[config.mk]
export PLATFORM = sky130hd
export DESIGN_NAME = cur_mb_fetch_flat
export DESIGN_NICKNAME = d
export VERILOG_FILES = /design/src/rtl/cur_mb_fetch_if.sv /design/src/rtl/cur_mb_fetch.sv /design/src/flat_wrapper.sv
export SDC_FILE = /design/constraint.sdc
export NUM_CORES = 1
export LEC_CHECK = 0
export ABC_AREA = 1
export ABC_CLOCK_PERIOD_IN_PS = 7600
export CAP_MARGIN = 20
export CORE_ASPECT_RATIO = 0.8
export CORE_MARGIN = 3
export CORE_UTILIZATION = 30
export CTS_CLUSTER_DIAMETER = 80
export DETAILED_ROUTE_END_ITERATION = 7
export PLACE_DENSITY = 0.5
export SLEW_MARGIN = 20
export SYNTH_ARGS = -nofsm -noshare
export SYNTH_HDL_FRONTEND = slang
export SYNTH_SLANG_ARGS = --single-unit
[constraint.sdc]
create_clock -name clk -period 7.6 [get_ports clk]
set_input_delay 2.28 -clock clk [delete_from_list [all_inputs] [get_ports clk]]
set_output_delay 2.28 -clock clk [all_outputs]
set_load 0.01 [all_outputs]
[src/rtl/cur_mb_fetch_if.sv]
// Memory read bus and pixel stream between the current-frame fetcher (master)
// and its memory / ME engine (slave).
interface cur_mb_fetch_if #(
    parameter int ADDR_W = 32
);
    logic              mem_rd_en;
    logic [ADDR_W-1:0] mem_addr;
    logic [31:0]       mem_rd_data;
    logic              pix_valid;
    logic              pix_ready;
    logic [31:0]       pix_data;
    logic              pix_last;

    modport master (
        output mem_rd_en, mem_addr, pix_valid, pix_data, pix_last,
        input  mem_rd_data, pix_ready
    );

    modport slave (
        input  mem_rd_en, mem_addr, pix_valid, pix_data, pix_last,
        output mem_rd_data, pix_ready
    );
endinterface

[src/rtl/cur_mb_fetch.sv]
// Current-frame macroblock fetcher: raster MB walk, 64 word reads per MB, 4-deep return FIFO.
// Define CUR_FRAME_WRAP_EN to restart at MB (0,0) after the last MB instead of going idle.
//
// state     | meaning
// IDLE      | waiting for start
// FETCH     | issuing the 64 word reads of the current MB
// DRAIN     | all reads issued, streaming out until the last word handshakes
// WAIT_DONE | waiting for mb_done from the ME engine
module cur_mb_fetch #(
    parameter int              FRAME_W   = 256,
    parameter int              FRAME_H   = 128,
    parameter longint unsigned BASE_ADDR = 0,
    parameter int              ADDR_W    = 32
) (
    input  logic                  clk,
    input  logic                  rst,
    input  logic                  start,
    cur_mb_fetch_if.master        bus,
    output logic [7:0]            mb_x,
    output logic [7:0]            mb_y,
    input  logic                  mb_done,
    output logic                  busy,
    output logic                  frame_done
);
    localparam int MB_COLS = FRAME_W / 16;
    localparam int MB_ROWS = FRAME_H / 16;

    typedef enum logic [1:0] {IDLE, FETCH, DRAIN, WAIT_DONE} state_t;

    state_t            state;
    logic              rd_en_q;
    logic [ADDR_W-1:0] addr_q;
    logic [5:0]        issue_idx;
    logic              rd_pending;
    logic [31:0]       fifo_mem [4];
    logic [1:0]        wr_ptr;
    logic [1:0]        rd_ptr;
    logic [2:0]        fifo_count;
    logic [5:0]        out_idx;
    logic              pix_valid;
    logic              pop;
    logic              can_issue;
    logic              last_col;
    logic              last_mb;
    logic [7:0]        nx_x;
    logic [7:0]        nx_y;

    function automatic logic [ADDR_W-1:0] word_addr(input logic [7:0] bx, input logic [7:0] by,
                                                     input logic [5:0] k);
        logic [ADDR_W-1:0] line;
        line = ADDR_W'(by) * ADDR_W'(16) + ADDR_W'(k[5:2]);
        return ADDR_W'(BASE_ADDR) + line * ADDR_W'(FRAME_W) + ADDR_W'(bx) * ADDR_W'(16)
               + ADDR_W'({k[1:0], 2'b00});
    endfunction

    assign pix_valid = (fifo_count != 3'd0);
    assign pop       = pix_valid && bus.pix_ready;
    // Count the read on the bus now plus the one whose data lands this cycle.
    assign can_issue = (fifo_count + 3'(rd_en_q) + 3'(rd_pending)) < 3'd4;
    assign last_col  = (mb_x == 8'(MB_COLS - 1));
    assign last_mb   = last_col && (mb_y == 8'(MB_ROWS - 1));
    assign nx_x      = last_col ? 8'd0 : mb_x + 8'd1;
    assign nx_y      = last_col ? mb_y + 8'd1 : mb_y;

    assign bus.mem_rd_en = rd_en_q;
    assign bus.mem_addr  = addr_q;
    assign bus.pix_valid = pix_valid;
    assign bus.pix_data  = fifo_mem[rd_ptr];
    assign bus.pix_last  = pix_valid && (out_idx == 6'd63);

    always_ff @(posedge clk or posedge rst) begin
        if (rst) begin
            state      <= IDLE;
            rd_en_q    <= 1'b0;
            addr_q     <= '0;
            issue_idx  <= '0;
            mb_x       <= '0;
            mb_y       <= '0;
            busy       <= 1'b0;
            frame_done <= 1'b0;
        end else begin
            rd_en_q    <= 1'b0;
            frame_done <= 1'b0;
            case (state)
                IDLE: begin
                    if (start) begin
                        mb_x      <= '0;
                        mb_y      <= '0;
                        busy      <= 1'b1;
                        rd_en_q   <= 1'b1;
                        addr_q    <= word_addr(8'd0, 8'd0, 6'd0);
                        issue_idx <= 6'd1;
                        state     <= FETCH;
                    end
                end
                FETCH: begin
                    if (can_issue) begin
                        rd_en_q   <= 1'b1;
                        addr_q    <= word_addr(mb_x, mb_y, issue_idx);
                        issue_idx <= issue_idx + 6'd1;
                        if (issue_idx == 6'd63) state <= DRAIN;
                    end
                end
                DRAIN: begin
                    if (pop && out_idx == 6'd63) state <= WAIT_DONE;
                end
                WAIT_DONE: begin
                    if (mb_done) begin
                        frame_done <= last_mb;
                        if (last_mb) begin
`ifdef CUR_FRAME_WRAP_EN
                            mb_x      <= '0;
                            mb_y      <= '0;
                            rd_en_q   <= 1'b1;
                            addr_q    <= word_addr(8'd0, 8'd0, 6'd0);
                            issue_idx <= 6'd1;
                            state     <= FETCH;
`else
                            busy  <= 1'b0;
                            state <= IDLE;
`endif
                        end else begin
                            mb_x      <= nx_x;
                            mb_y      <= nx_y;
                            rd_en_q   <= 1'b1;
                            addr_q    <= word_addr(nx_x, nx_y, 6'd0);
                            issue_idx <= 6'd1;
                            state     <= FETCH;
                        end
                    end
                end
                default: state <= IDLE;
            endcase
        end
    end

    // Return FIFO; read data is captured the cycle after its strobe.
    always_ff @(posedge clk or posedge rst) begin
        if (rst) begin
            rd_pending <= 1'b0;
            wr_ptr     <= '0;
            rd_ptr     <= '0;
            fifo_count <= '0;
            out_idx    <= '0;
            for (int i = 0; i < 4; i++) fifo_mem[i] <= '0;
        end else begin
            rd_pending <= rd_en_q;
            if (rd_pending) begin
                fifo_mem[wr_ptr] <= bus.mem_rd_data;
                wr_ptr           <= wr_ptr + 2'd1;
            end
            if (pop) begin
                rd_ptr  <= rd_ptr + 2'd1;
                out_idx <= out_idx + 6'd1;
            end
            fifo_count <= fifo_count + 3'(rd_pending) - 3'(pop);
        end
    end
endmodule
[src/flat_wrapper.sv]
// flat-port wrapper written by rule: the top's interface ports become plain ports
module cur_mb_fetch_flat 
#(
    parameter int              FRAME_W   = 256,
    parameter int              FRAME_H   = 128,
    parameter longint unsigned BASE_ADDR = 0,
    parameter int              ADDR_W    = 32
)
  (clk, rst, start, mb_x, mb_y, mb_done, busy, frame_done, bus_mem_rd_en, bus_mem_addr, bus_pix_valid, bus_pix_data, bus_pix_last, bus_mem_rd_data, bus_pix_ready);
  cur_mb_fetch_if #(.ADDR_W(ADDR_W)) bus_i ();
  input  logic clk;
  input  logic rst;
  input  logic start;
  output logic [7:0] mb_x;
  output logic [7:0] mb_y;
  input  logic mb_done;
  output logic busy;
  output logic frame_done;
  output wire logic [$bits(bus_i.mem_rd_en)-1:0] bus_mem_rd_en;
  output wire logic [$bits(bus_i.mem_addr)-1:0] bus_mem_addr;
  output wire logic [$bits(bus_i.pix_valid)-1:0] bus_pix_valid;
  output wire logic [$bits(bus_i.pix_data)-1:0] bus_pix_data;
  output wire logic [$bits(bus_i.pix_last)-1:0] bus_pix_last;
  input wire logic [$bits(bus_i.mem_rd_data)-1:0] bus_mem_rd_data;
  input wire logic [$bits(bus_i.pix_ready)-1:0] bus_pix_ready;
  assign bus_mem_rd_en = bus_i.mem_rd_en;
  assign bus_mem_addr = bus_i.mem_addr;
  assign bus_pix_valid = bus_i.pix_valid;
  assign bus_pix_data = bus_i.pix_data;
  assign bus_pix_last = bus_i.pix_last;
  assign bus_i.mem_rd_data = bus_mem_rd_data;
  assign bus_i.pix_ready = bus_pix_ready;
  cur_mb_fetch #(.FRAME_W(FRAME_W), .FRAME_H(FRAME_H), .BASE_ADDR(BASE_ADDR), .ADDR_W(ADDR_W)) u_core (.clk(clk), .rst(rst), .start(start), .bus(bus_i), .mb_x(mb_x), .mb_y(mb_y), .mb_done(mb_done), .busy(busy), .frame_done(frame_done));
endmodule
# == After elaboration in Yosys (flattened, before gate mapping) ==
# Cells that the tools add are included.
# word_totals
latch_bits,0
n_memories,0
rom_bits,0
ff_bits,201
output_inout_bits,85
ram_bits,0
# classes
reduce_logical,13
n_eq_ne,14
addsub,14
mul,0
shift,0
bitwise_logic,2
mux,43
n_div,0
magnitude_cmp,4
# op_table
cell,n
$mux W32,7
$bwmux W128,1
$pmux W32 S3,1
$bmux W32 S2,1
$demux W32 S2,1
$mux W8,7
$add A32 B12 Y32,1
$add A32 B4 Y32,1
$pmux W8 S2,2
$mux W6,4
$add A20 B12 Y21,1
$pmux W6 S3,1
$add A8 B1 Y8 const B,2
$add A12 B4 Y13,1
$add A6 B1 Y6 const B,2
$eq A6 B6 Y1 const B,2
$mux W1,10
$mux W2,5
$reduce_and A5 Y1,2
$add A3 B1 Y3,3
$eq A8 B3 Y1 const B,1
$eq A8 B4 Y1 const B,1
$ne A2 B1 Y1 const B,4
$pmux W2 S4,1
16 further kinds,28

# == Depth between registers and ports, before layout ==
# Gate-level depths: netlist of run 1.
# depth
word_depth,6
mapped_depth,12

# == Worst setup path before layout of run 1 ==
# Ideal clock, no wire load.
# synth_timing
path_kind,input to register
from,input port bus_pix_ready
to,register u_core.fifo_count[2]
arrival_ns,3.589
path_buffers,0
path_stages,7
slack_ns,3.882
path_cell_list,nand2_1 > inv_1 > ha_1 > inv_1 > ha_1 > fa_1 > xor2_1
# synth_between
elab_chain_len,2
# synth_rtl
element,line_no,text
start: declaration,flat_wrapper.sv:25,input wire logic [$bits(bus_i.pix_ready)-1:0] bus_pix_ready;
$logic_and A1 B1 Y1,cur_mb_fetch.sv:57,assign pop = pix_valid && bus.pix_ready;
via u_core.pop,cur_mb_fetch.sv:41,logic pop;
$sub A3 B1 Y3,cur_mb_fetch.sv:156,fifo_count <= fifo_count + 3'(rd_pending) - 3'(pop);
end signal: assignment,cur_mb_fetch.sv:156,
end: declaration,cur_mb_fetch.sv:38,logic [2:0] fifo_count;
# The timed path passes the listed nets, and every way through them passes these cells.
# A chain may end at the register's enable or synchronous reset.

# == Worst setup path in the final report of run 1 ==
# layout_timing
from,register u_core.rd_ptr[0]
to,output port bus_pix_data[16]
# layout_between
elab_chain_len,4
# layout_rtl
element,line_no,text
start: declaration,cur_mb_fetch.sv:37,logic [1:0] rd_ptr;
start signal: assignment,cur_mb_fetch.sv:153,rd_ptr <= rd_ptr + 2'd1;
$not A2 Y3 (not written as such),cur_mb_fetch.sv:68,assign bus.pix_data = fifo_mem[rd_ptr];
$bmux W32 S2,cur_mb_fetch.sv:68,
$mux W32 (not written as such) (2 in a row),cur_mb_fetch.sv:68,
end: declaration,flat_wrapper.sv:22,output wire logic [$bits(bus_i.pix_data)-1:0] bus_pix_data;
# Every way passes these cells. The select of a mux whose other input is x is not followed.

==> results_dict.tcl, run 1 <==
set metrics [dict create \
    synthArstFlopShare 1.000 \
    cts_buffer_depth 2 \
    critPathLaunch "u_core.rd_ptr[0]" \
    io_pins 122 \
    power.leakage_nw 5.238 \
    status "finished clean" \
    ys_warn_count 0 \
    synthTopCellsByArea "dfrtp_1 52%, o21ai_0 12%, nand2_1 12%" \
    drc 0 \
    crit_type "reg2out" \
    worstReg2RegStart "u_core.state[1]" \
    startpoint_type "flip-flop" \
    postCtsSetupBuffers 0 \
    fin_nets 1242 \
    io_buffers 108 \
    synth_top_family_by_area "simple AND/OR/NAND/NOR gates" \
    synth_compound_area_frac 0.1570 \
    reg2regPathDepth 8 \
    finalClockSkew_ns 0.01185 \
    r2r_slack_ns 4.59 \
    dp_hpwl_um 15030 \
    synth-adder-area-share 0.03042 \
    synth_ff_type "dfrtp_1" \
    hold_path.startpoint "u_core.bus.mem_rd_en" \
    cts.sinks 188 \
    holdBufCountCts 0 \
    peakVddDrop_mv 0.2004 \
    period_needed_ns 4.859 \
    coreArea_um2 29640 \
    antenna_found_initial 0 \
    hp-class "reg2reg" \
    whs_path_depth 0 \
    clkTransAtPathRegs_ns 0.07 \
    cp-end-kind "output port" \
    placementRows 56 \
    max_freq_ghz 0.2058 \
    arrival_ns 2.58 \
    hold_ws_ns 0.4287 \
    vias_per_cell 4.640 \
    synth_largest_area_cell "dfrtp_1" \
    tightest_slew_ns 0.8501 \
    yosys-mux-area-fraction 0 \
    ys_ff_latch 188 \
    tritoncts "yes" \
    synth_xor_area_frac 0.01439 \
    htree_levels 4 \
    wl_per_cell_um 14.57 \
    cts_made_buffers 17 \
    grt_pass1_vias 7413 \
    maxCapViolCount 0 \
    clkLatencyLatePin_ns 0.43 \
    cts-root-buf "clkbuf_16" \
    drt-pass1-iter-count 5 \
    rsz0062_at_grt "false" \
    setup_viol 0 \
    start_util 0.3081 \
    vias 7433 \
    synth_enable_flop_cells 0 \
    cts_resized 0 \
    grtUsageTotal 0.1480 \
    first_iter_violations 533 \
    grt-ovfl-total 0 \
    fp.dieH_um 162.1 \
    grt_pass1_wl_um 39410 \
    crit_end "bus_pix_data[16]" \
    drive_above_1_share 0.05853 \
    drtAntennaViolNets 0 \
    fill_cells 3078 \
    critPathRequiredTime_ns 5.32 \
    relSlewSlack 0.4333 \
    area_delta_synth_final_pct 21.77 \
    routabilityCongestion 0.8247 \
    tns_ns 0 \
    synth_top_area_frac 0.5151 \
    yosysMostFrequentCell "nand2_1" \
    yosys.cell_types.count 37 \
    die_x_um 201.1 \
    grt_max_degree 106 \
    pwr_density_cell_nw_per_um2 402.7 \
    fp.dieArea_um2 32580 \
    timing.final.crit_share 0.6393 \
    diodes 0 \
    syn_area_um2 9133 \
    synth_simple_gate_area_frac 0.2080 \
    netlist_instances 1110 \
    r2r_end "u_core.bus.mem_addr[3]" \
    avgSynthCellArea_um2 8.227 \
    final_hold_viol_count 0 \
    drt-total-wl_um 23340 \
    crit_fanout 65 \
    slew_violations 0 \
    synthTopCellsByCount "290 x nand2_1, 223 x o21ai_0, 188 x dfrtp_1" \
    synth_seq_area_share 0.5151 \
]
[cell type report]
type	instances	area (µm²)	share of cell area
Clock buffer	18	439.2	0.03949
Clock inverter	13	186.4	0.01676
Inverter	82	321.6	0.02892
Multi-Input combinational cell	779	3806	0.3423
Sequential cell	188	4706	0.4232
Tap cell	406	508.0	0.04568
Timing Repair Buffer	116	1154	0.1037
[worst min-delay path by stage]
stage | endpoint | slack [ns]
3_5_place_dp | u_core.rd_pending | 0.42
4_1_cts | u_core.rd_pending | 0.44
5_1_grt | u_core.rd_pending | 0.45
6_report | u_core.rd_pending | 0.43
2_1_floorplan | u_core.rd_pending | 0.43
3_3_place_gp | u_core.rd_pending | 0.43
[per-layer routing]
metal / part of all wire / global-route usage / wire length (µm) / vias up
li1: - / - / - / 3739
met1: 0.53 / 0.2182 / 12270 / 3533
met2: 0.42 / 0.2212 / 9895 / 146
met3: 0.040 / 0.03146 / 937 / 15
met4: 0.010 / 0.03862 / 240 / 0
met5: 0 / 0 / 0 / -
[worst max-delay path, cell delays in order (launching register included)]
cell and delay [ns]:
dfrtp_2 0.37, clkinv_2 0.65, o21ai_0 0.45, o22ai_1 0.16, clkdlybuf4s50_1 0.51
[through the flow]
stage	instance area, µm²	utilization	setup WS [ns]	power [W]	std cells
3_5_place_dp	10490	0.3539	2.951	0.003553	1571
6_report	11120	0.3752	2.741	0.004479	1602
4_1_cts	11110	0.3750	2.587	0.004545	1602
5_1_grt	11120	0.3752	2.459	0.004869	1602
3_3_place_gp	10470	0.3532	3.014	0.003520	1570
2_1_floorplan	9178	-	0.2062	0.002846	1122
[cells in the final DEF (no fill, tap or decap), types with 3 or more instances in the layout]
master / count
bufinv_16: 4
ha_1: 19
nor3_1: 4
inv_1: 78
nand4_1: 5
nand3_1: 44
conb_1: 13
inv_6: 4
buf_4: 7
nand3b_1: 3
clkinv_2: 4
xor2_1: 12
dfrtp_1: 187
a21oi_1: 10
clkbuf_16: 17
nand3_2: 4
clkdlybuf4s50_1: 108
nand2_2: 14
nor2_4: 3
o211ai_1: 3
xnor2_1: 3
o21ai_0: 223
o22ai_1: 33
nand2_1: 286
nor2_1: 87
[power breakdown]
group	switching, W	internal, W
clock	0.000406	0.000562
sequential	0.000236	0.00141
combinational	0.00110	0.000763
[registers in the layout, indices dropped and copies added (netlist names), 2 cells and up]
signal               flops
u_core.state             2
u_core.fifo_count        3
u_core.fifo_mem        128
u_core.wr_ptr            2
u_core.rd_ptr            2
u_core.out_idx           6
u_core.mb_x              8
u_core.mb_y              8
u_core.issue_idx         6
u_core.bus.mem_addr     19
[cells by family (layout without fill, tap and decap cells)]
kind of cell | count (synthesis) | count (layout)
compound gates | 275 | 275
other cells | 1 | 13
fa+ha+maj | 21 | 21
simple gates | 455 | 455
buf+inv | 155 | 229
xor+xnor | 15 | 15
flops | 188 | 188
Power figures use the tool's default switching activity.
==> run 2: changes to the inputs <==
--- a/config.mk
+++ b/config.mk
@@ -6,14 +6,14 @@
 export NUM_CORES = 1
 export LEC_CHECK = 0
 export ABC_AREA = 1
-export ABC_CLOCK_PERIOD_IN_PS = 7600
+export ABC_CLOCK_PERIOD_IN_PS = 4800
 export CAP_MARGIN = 20
 export CORE_ASPECT_RATIO = 0.8
 export CORE_MARGIN = 3
 export CORE_UTILIZATION = 30
 export CTS_CLUSTER_DIAMETER = 80
 export DETAILED_ROUTE_END_ITERATION = 7
-export PLACE_DENSITY = 0.5
+export PLACE_DENSITY = 0.49
 export SLEW_MARGIN = 20
 export SYNTH_ARGS = -nofsm -noshare
 export SYNTH_HDL_FRONTEND = slang
==> constraint.sdc (replaced) <==
create_clock -name clk -period 4.8 [get_ports clk]
set_input_delay 1.44 -clock clk [delete_from_list [all_inputs] [get_ports clk]]
set_output_delay 1.44 -clock clk [all_outputs]
set_load 0.01 [all_outputs]
==> results_dict.tcl, run 2 (synthesis results as in run 1) <==
set metrics [dict create \
    vias 7414 \
    grtUsageTotal 0.1495 \
    start_util 0.3081 \
    arrival_ns 2.53 \
    largest_reg_flops 128 \
    slew_violations 0 \
    worst-path-buf-inv 2 \
    slowest_stage "clkdlybuf4s50_1" \
    die_x_um 201.1 \
    pwr_density_cell_nw_per_um2 628.2 \
    cts_resized 0 \
    fin_nets 1248 \
    io_pins 122 \
    fill_cells 3094 \
    finalClockSkew_ns 0.01073 \
    maxUsedRoutingLayer "met4" \
    clkTransAtPathRegs_ns 0.07 \
    max_freq_ghz 0.2521 \
    cp-end-kind "output port" \
    regMostFlops "u_core.fifo_mem" \
    crit_type "reg2out" \
    drtAntennaViolNets 0 \
    diodes 0 \
    final_hold_viol_count 0 \
    layout_common_cells "286 x nand2_1, 223 x o21ai_0, 187 x dfrtp_1, 108 x clkdlybuf4s50_1, 87 x nor2_1" \
    hp-class "reg2reg" \
    status "finished clean" \
    placementRows 56 \
    met1_length_um 12360 \
    timing.final.crit_share 0.8265 \
    path_cells "buf_4 > o21ai_0 > o22ai_1 > clkdlybuf4s50_1" \
    crit_fanout 65 \
    drive_above_1_share 0.06234 \
    first_iter_violations 448 \
    drt-pass1-iter-count 5 \
    relSlewSlack 0.4505 \
    power.leakage_nw 5.213 \
    wl_per_cell_um 14.78 \
    holdBufCountCts 0 \
    dp_hpwl_um 15510 \
    coreArea_um2 29640 \
    postCtsSetupBuffers 0 \
    fp.dieArea_um2 32580 \
    slowest_delay_ns 0.61 \
    grt-ovfl-total 0 \
    peakVddDrop_mv 0.2524 \
    setup_viol 0 \
    wl_met2_um 10390 \
    cts_made_buffers 17 \
    area_delta_synth_final_pct 21.43 \
    cts.sinks 188 \
    drc 0 \
    startpoint_type "flip-flop" \
    wl_met3_um 803 \
    grt_pass1_wl_um 39490 \
    cts-root-buf "clkbuf_16" \
    critPathRequiredTime_ns 3.36 \
    tightest_slew_ns 0.8243 \
    tns_ns 0 \
    critPathTopFamily "buffers and inverters" \
    grt_pass1_vias 7391 \
    tritoncts "yes" \
    antenna_found_initial 0 \
    drt-total-wl_um 23780 \
    setup_ws_ns 0.8330 \
    place_ws_ns 1.289 \
    rsz0062_at_grt "false" \
    grt_max_degree 81 \
    routabilityCongestion 0.8529 \
    period_needed_ns 3.967 \
    clkLatencyLatePin_ns 0.43 \
    vias_per_cell 4.608 \
    cts_buffer_depth 2 \
    fp.dieH_um 162.1 \
    maxCapViolCount 0 \
    final_common_cell "nand2_1" \
    htree_levels 4 \
    io_buffers 108 \
]
run 2: cell types whose count changed in the layout (fill, tap and decap cells not counted), moves of 2 or more:
| cell | delta |
|---|---|
| bufinv_16 | -3 |
| buf_4 | +6 |
| clkinvlp_4 | +2 |
| clkinv_4 | +2 |
| clkbuf_1 | +2 |
run 2: layer usage:
metal / vias to the layer above / track usage
met5: - / 0
met4: 0 / 0.03766
met3: 11 / 0.03346
met2: 104 / 0.2299
met1: 3539 / 0.2146
li1: 3760 / -
run 2: final timing paths:
kind	startpoint	end	slack, ns	cells past startpoint
setup / recovery	u_core.rd_ptr[0]	bus_pix_data[26]	0.83	4
hold / removal	u_core.bus.mem_rd_en	u_core.rd_pending	0.43	0
setup reg to reg	u_core.state[1]	u_core.issue_idx[1]	2.04	8
hold reg to reg	u_core.bus.mem_rd_en	u_core.rd_pending	0.43	0
max in group asynchronous	rst	u_core.fifo_mem[42]	2.69	3
min in group asynchronous	rst	u_core.fifo_mem[22]	1.33	2
run 2: cell type report:
class                           count  area, µm²  area share
Timing Repair Buffer              122       1199      0.1081
Inverter                           82      316.6     0.02855
Sequential cell                   188       4706      0.4243
Clock buffer                       20      446.7     0.04028
Clock inverter                     12      112.6     0.01015
Tap cell                          406      508.0     0.04581
Multi-Input combinational cell    779       3801      0.3428
run 2: power breakdown:
group	leakage (nW)	total, W	internal (W)	switching (W)
clock	0.271	0.00138	0.000735	0.000642
sequential	2.35	0.00261	0.00224	0.000374
combinational	2.59	0.00298	0.00122	0.00176
run 2: per-stage QoR:
stage / hold slack, ns / area (µm²) / utilization / total power, W / instances
after floorplan: 0.4348 / 9181 / - / 0.004506 / 1122
after global placement: 0.4199 / 10530 / 0.3553 / 0.005619 / 1577
after detailed placement: 0.4219 / 10530 / 0.3553 / 0.005665 / 1577
after CTS: 0.4436 / 11090 / 0.3742 / 0.007075 / 1609
after global routing: 0.4594 / 11090 / 0.3742 / 0.007586 / 1609
final: 0.4294 / 11090 / 0.3742 / 0.006966 / 1609
==> run 3: changes to the inputs <==
--- a/config.mk
+++ b/config.mk
@@ -6,7 +6,7 @@
 export NUM_CORES = 1
 export LEC_CHECK = 0
 export ABC_AREA = 1
-export ABC_CLOCK_PERIOD_IN_PS = 4800
+export ABC_CLOCK_PERIOD_IN_PS = 4090
 export CAP_MARGIN = 20
 export CORE_ASPECT_RATIO = 0.8
 export CORE_MARGIN = 3
==> constraint.sdc (replaced) <==
create_clock -name clk -period 4.09 [get_ports clk]
set_input_delay 1.227 -clock clk [delete_from_list [all_inputs] [get_ports clk]]
set_output_delay 1.227 -clock clk [all_outputs]
set_load 0.01 [all_outputs]
==> results_dict.tcl, run 3 (synthesis results as in run 1) <==
set metrics [dict create \
    largest_reg_flops 128 \
    start_util 0.3081 \
    final_hold_viol_count 0 \
    drive_above_1_share 0.06628 \
    cts_buffer_depth 2 \
    drt-total-wl_um 24110 \
    dpl.cell_count 1581 \
    placementRows 56 \
    layout_common_cells "286 x nand2_1, 223 x o21ai_0, 187 x dfrtp_1, 108 x clkdlybuf4s50_1, 87 x nor2_1" \
    timing.final.crit_share 0.8601 \
    fp.dieH_um 162.1 \
    power.leakage_nw 5.237 \
    status "finished clean" \
    maxCapViolCount 0 \
    coreArea_um2 29640 \
    cts_made_buffers 17 \
    area_delta_synth_final_pct 21.70 \
    r2r_slack_ns 1.85 \
    drt-pass1-iter-count 5 \
    grt_max_degree 65 \
    grtUsageTotal 0.1531 \
    cts-root-buf "clkbuf_16" \
    vias_per_cell 4.662 \
    cts.sinks 188 \
    crit_type "reg2out" \
    antenna_found_initial 0 \
    relSlewSlack 0.4209 \
    drc 0 \
    holdBufCountCts 0 \
    grt_pass1_wl_um 40140 \
    fp.dieArea_um2 32580 \
    clkLatencyLatePin_ns 0.45 \
    io_pins 122 \
    postCtsSetupBuffers 0 \
    startpoint_type "flip-flop" \
    p_total_w 0.008183 \
    setup_viol 0 \
    diodes 0 \
    arrival_ns 2.29 \
    fin_nets 1252 \
    final_cells 1613 \
    regMostFlops "u_core.fifo_mem" \
    hp-class "reg2reg" \
    cp-end-kind "output port" \
    critPathRequiredTime_ns 2.86 \
    period_needed_ns 3.518 \
    wl_per_cell_um 14.94 \
    drtAntennaViolNets 0 \
    pwr_density_cell_nw_per_um2 736.2 \
    dp_hpwl_um 15420 \
    grt_pass1_vias 7428 \
    vias 7520 \
    io_buffers 108 \
    finalClockSkew_ns 0.01401 \
    first_iter_violations 526 \
    final_common_cell "nand2_1" \
    cts_resized 0 \
    tritoncts "yes" \
    clkTransAtPathRegs_ns 0.08 \
    rsz0062_at_grt "false" \
    tns_ns 0 \
    tightest_slew_ns 0.8656 \
    grt-ovfl-total 0 \
    fill_cells 3130 \
    crit_fanout 37 \
    slew_violations 0 \
    htree_levels 4 \
    max_freq_ghz 0.2843 \
    peakVddDrop_mv 0.3754 \
    routabilityCongestion 0.8276 \
    die_x_um 201.1 \
]
==> run 3: changes by cell type in the layout (fill, tap and decap cells not counted) <==
cell / delta
buf_4: +3
clkinv_2: +2
clkinv_4: -2
inv_6: +2
buf_12: +1
bufinv_16: -1
clkbuf_1: -1
clkbuf_8: +1
clkinvlp_4: -1
==> run 3: final cells by class <==
| type | count | area [µm²] | area share |
|---|---|---|---|
| clock buffer | 20 | 456.7 | 0.04109 |
| timing repair buffer | 126 | 1241 | 0.1117 |
| clock inverter | 12 | 85.08 | 0.007655 |
| tap | 406 | 508.0 | 0.04571 |
| multi-input combinational | 779 | 3801 | 0.3420 |
| inverter | 82 | 316.6 | 0.02848 |
| sequential | 188 | 4706 | 0.4234 |
==> run 3: final timing paths <==
check / startpoint / to / cells after the start
max in group asynchronous: rst / u_core.bus.mem_addr[3] / 3
worst min-delay path: u_core.bus.mem_rd_en / u_core.rd_pending / 0
min in group asynchronous: rst / u_core.fifo_mem[55] / 2
worst min register to register: u_core.bus.mem_rd_en / u_core.rd_pending / 0
worst max-delay path: u_core.rd_ptr[0] / bus_pix_data[21] / 5
worst max register to register: u_core.fifo_count[1] / u_core.fifo_count[2] / 9
==> run 3: through the flow <==
stage | util | setup slack (ns) | hold WS [ns] | area, µm²
global route | 0.3750 | 0.4562 | 0.4505 | 11110
CTS | 0.3750 | 0.5651 | 0.4407 | 11110
detailed placement | 0.3567 | 0.8561 | 0.4199 | 10570
floorplan | - | 0.4425 | 0.4348 | 9181
global placement | 0.3567 | 0.8728 | 0.4263 | 10570
finish | 0.3750 | 0.5722 | 0.4226 | 11110
==> run 3: power breakdown <==
part	leakage [nW]	internal (W)	switching [W]
combinational	2.61	0.00146	0.00208
clock	0.272	0.000816	0.000766
sequential	2.35	0.00262	0.000433
total	5.24	0.00490	0.00328
==> run 3: worst max-delay path, cell delays in order (launching register included) <==
cell and delay, ns:
dfrtp_2 0.43, inv_2 0.06, buf_4 0.36, o21ai_0 0.13, o22ai_1 0.25, clkdlybuf4s50_1 0.60
==> run 3: metal layers <==
layer | vias to the layer above | track usage | wire [µm]
li1 | 3767 | - | -
met1 | 3590 | 0.2242 | 12750
met2 | 146 | 0.2276 | 10240
met3 | 17 | 0.03767 | 903
met4 | 0 | 0.03830 | 215
met5 | - | 0 | 0
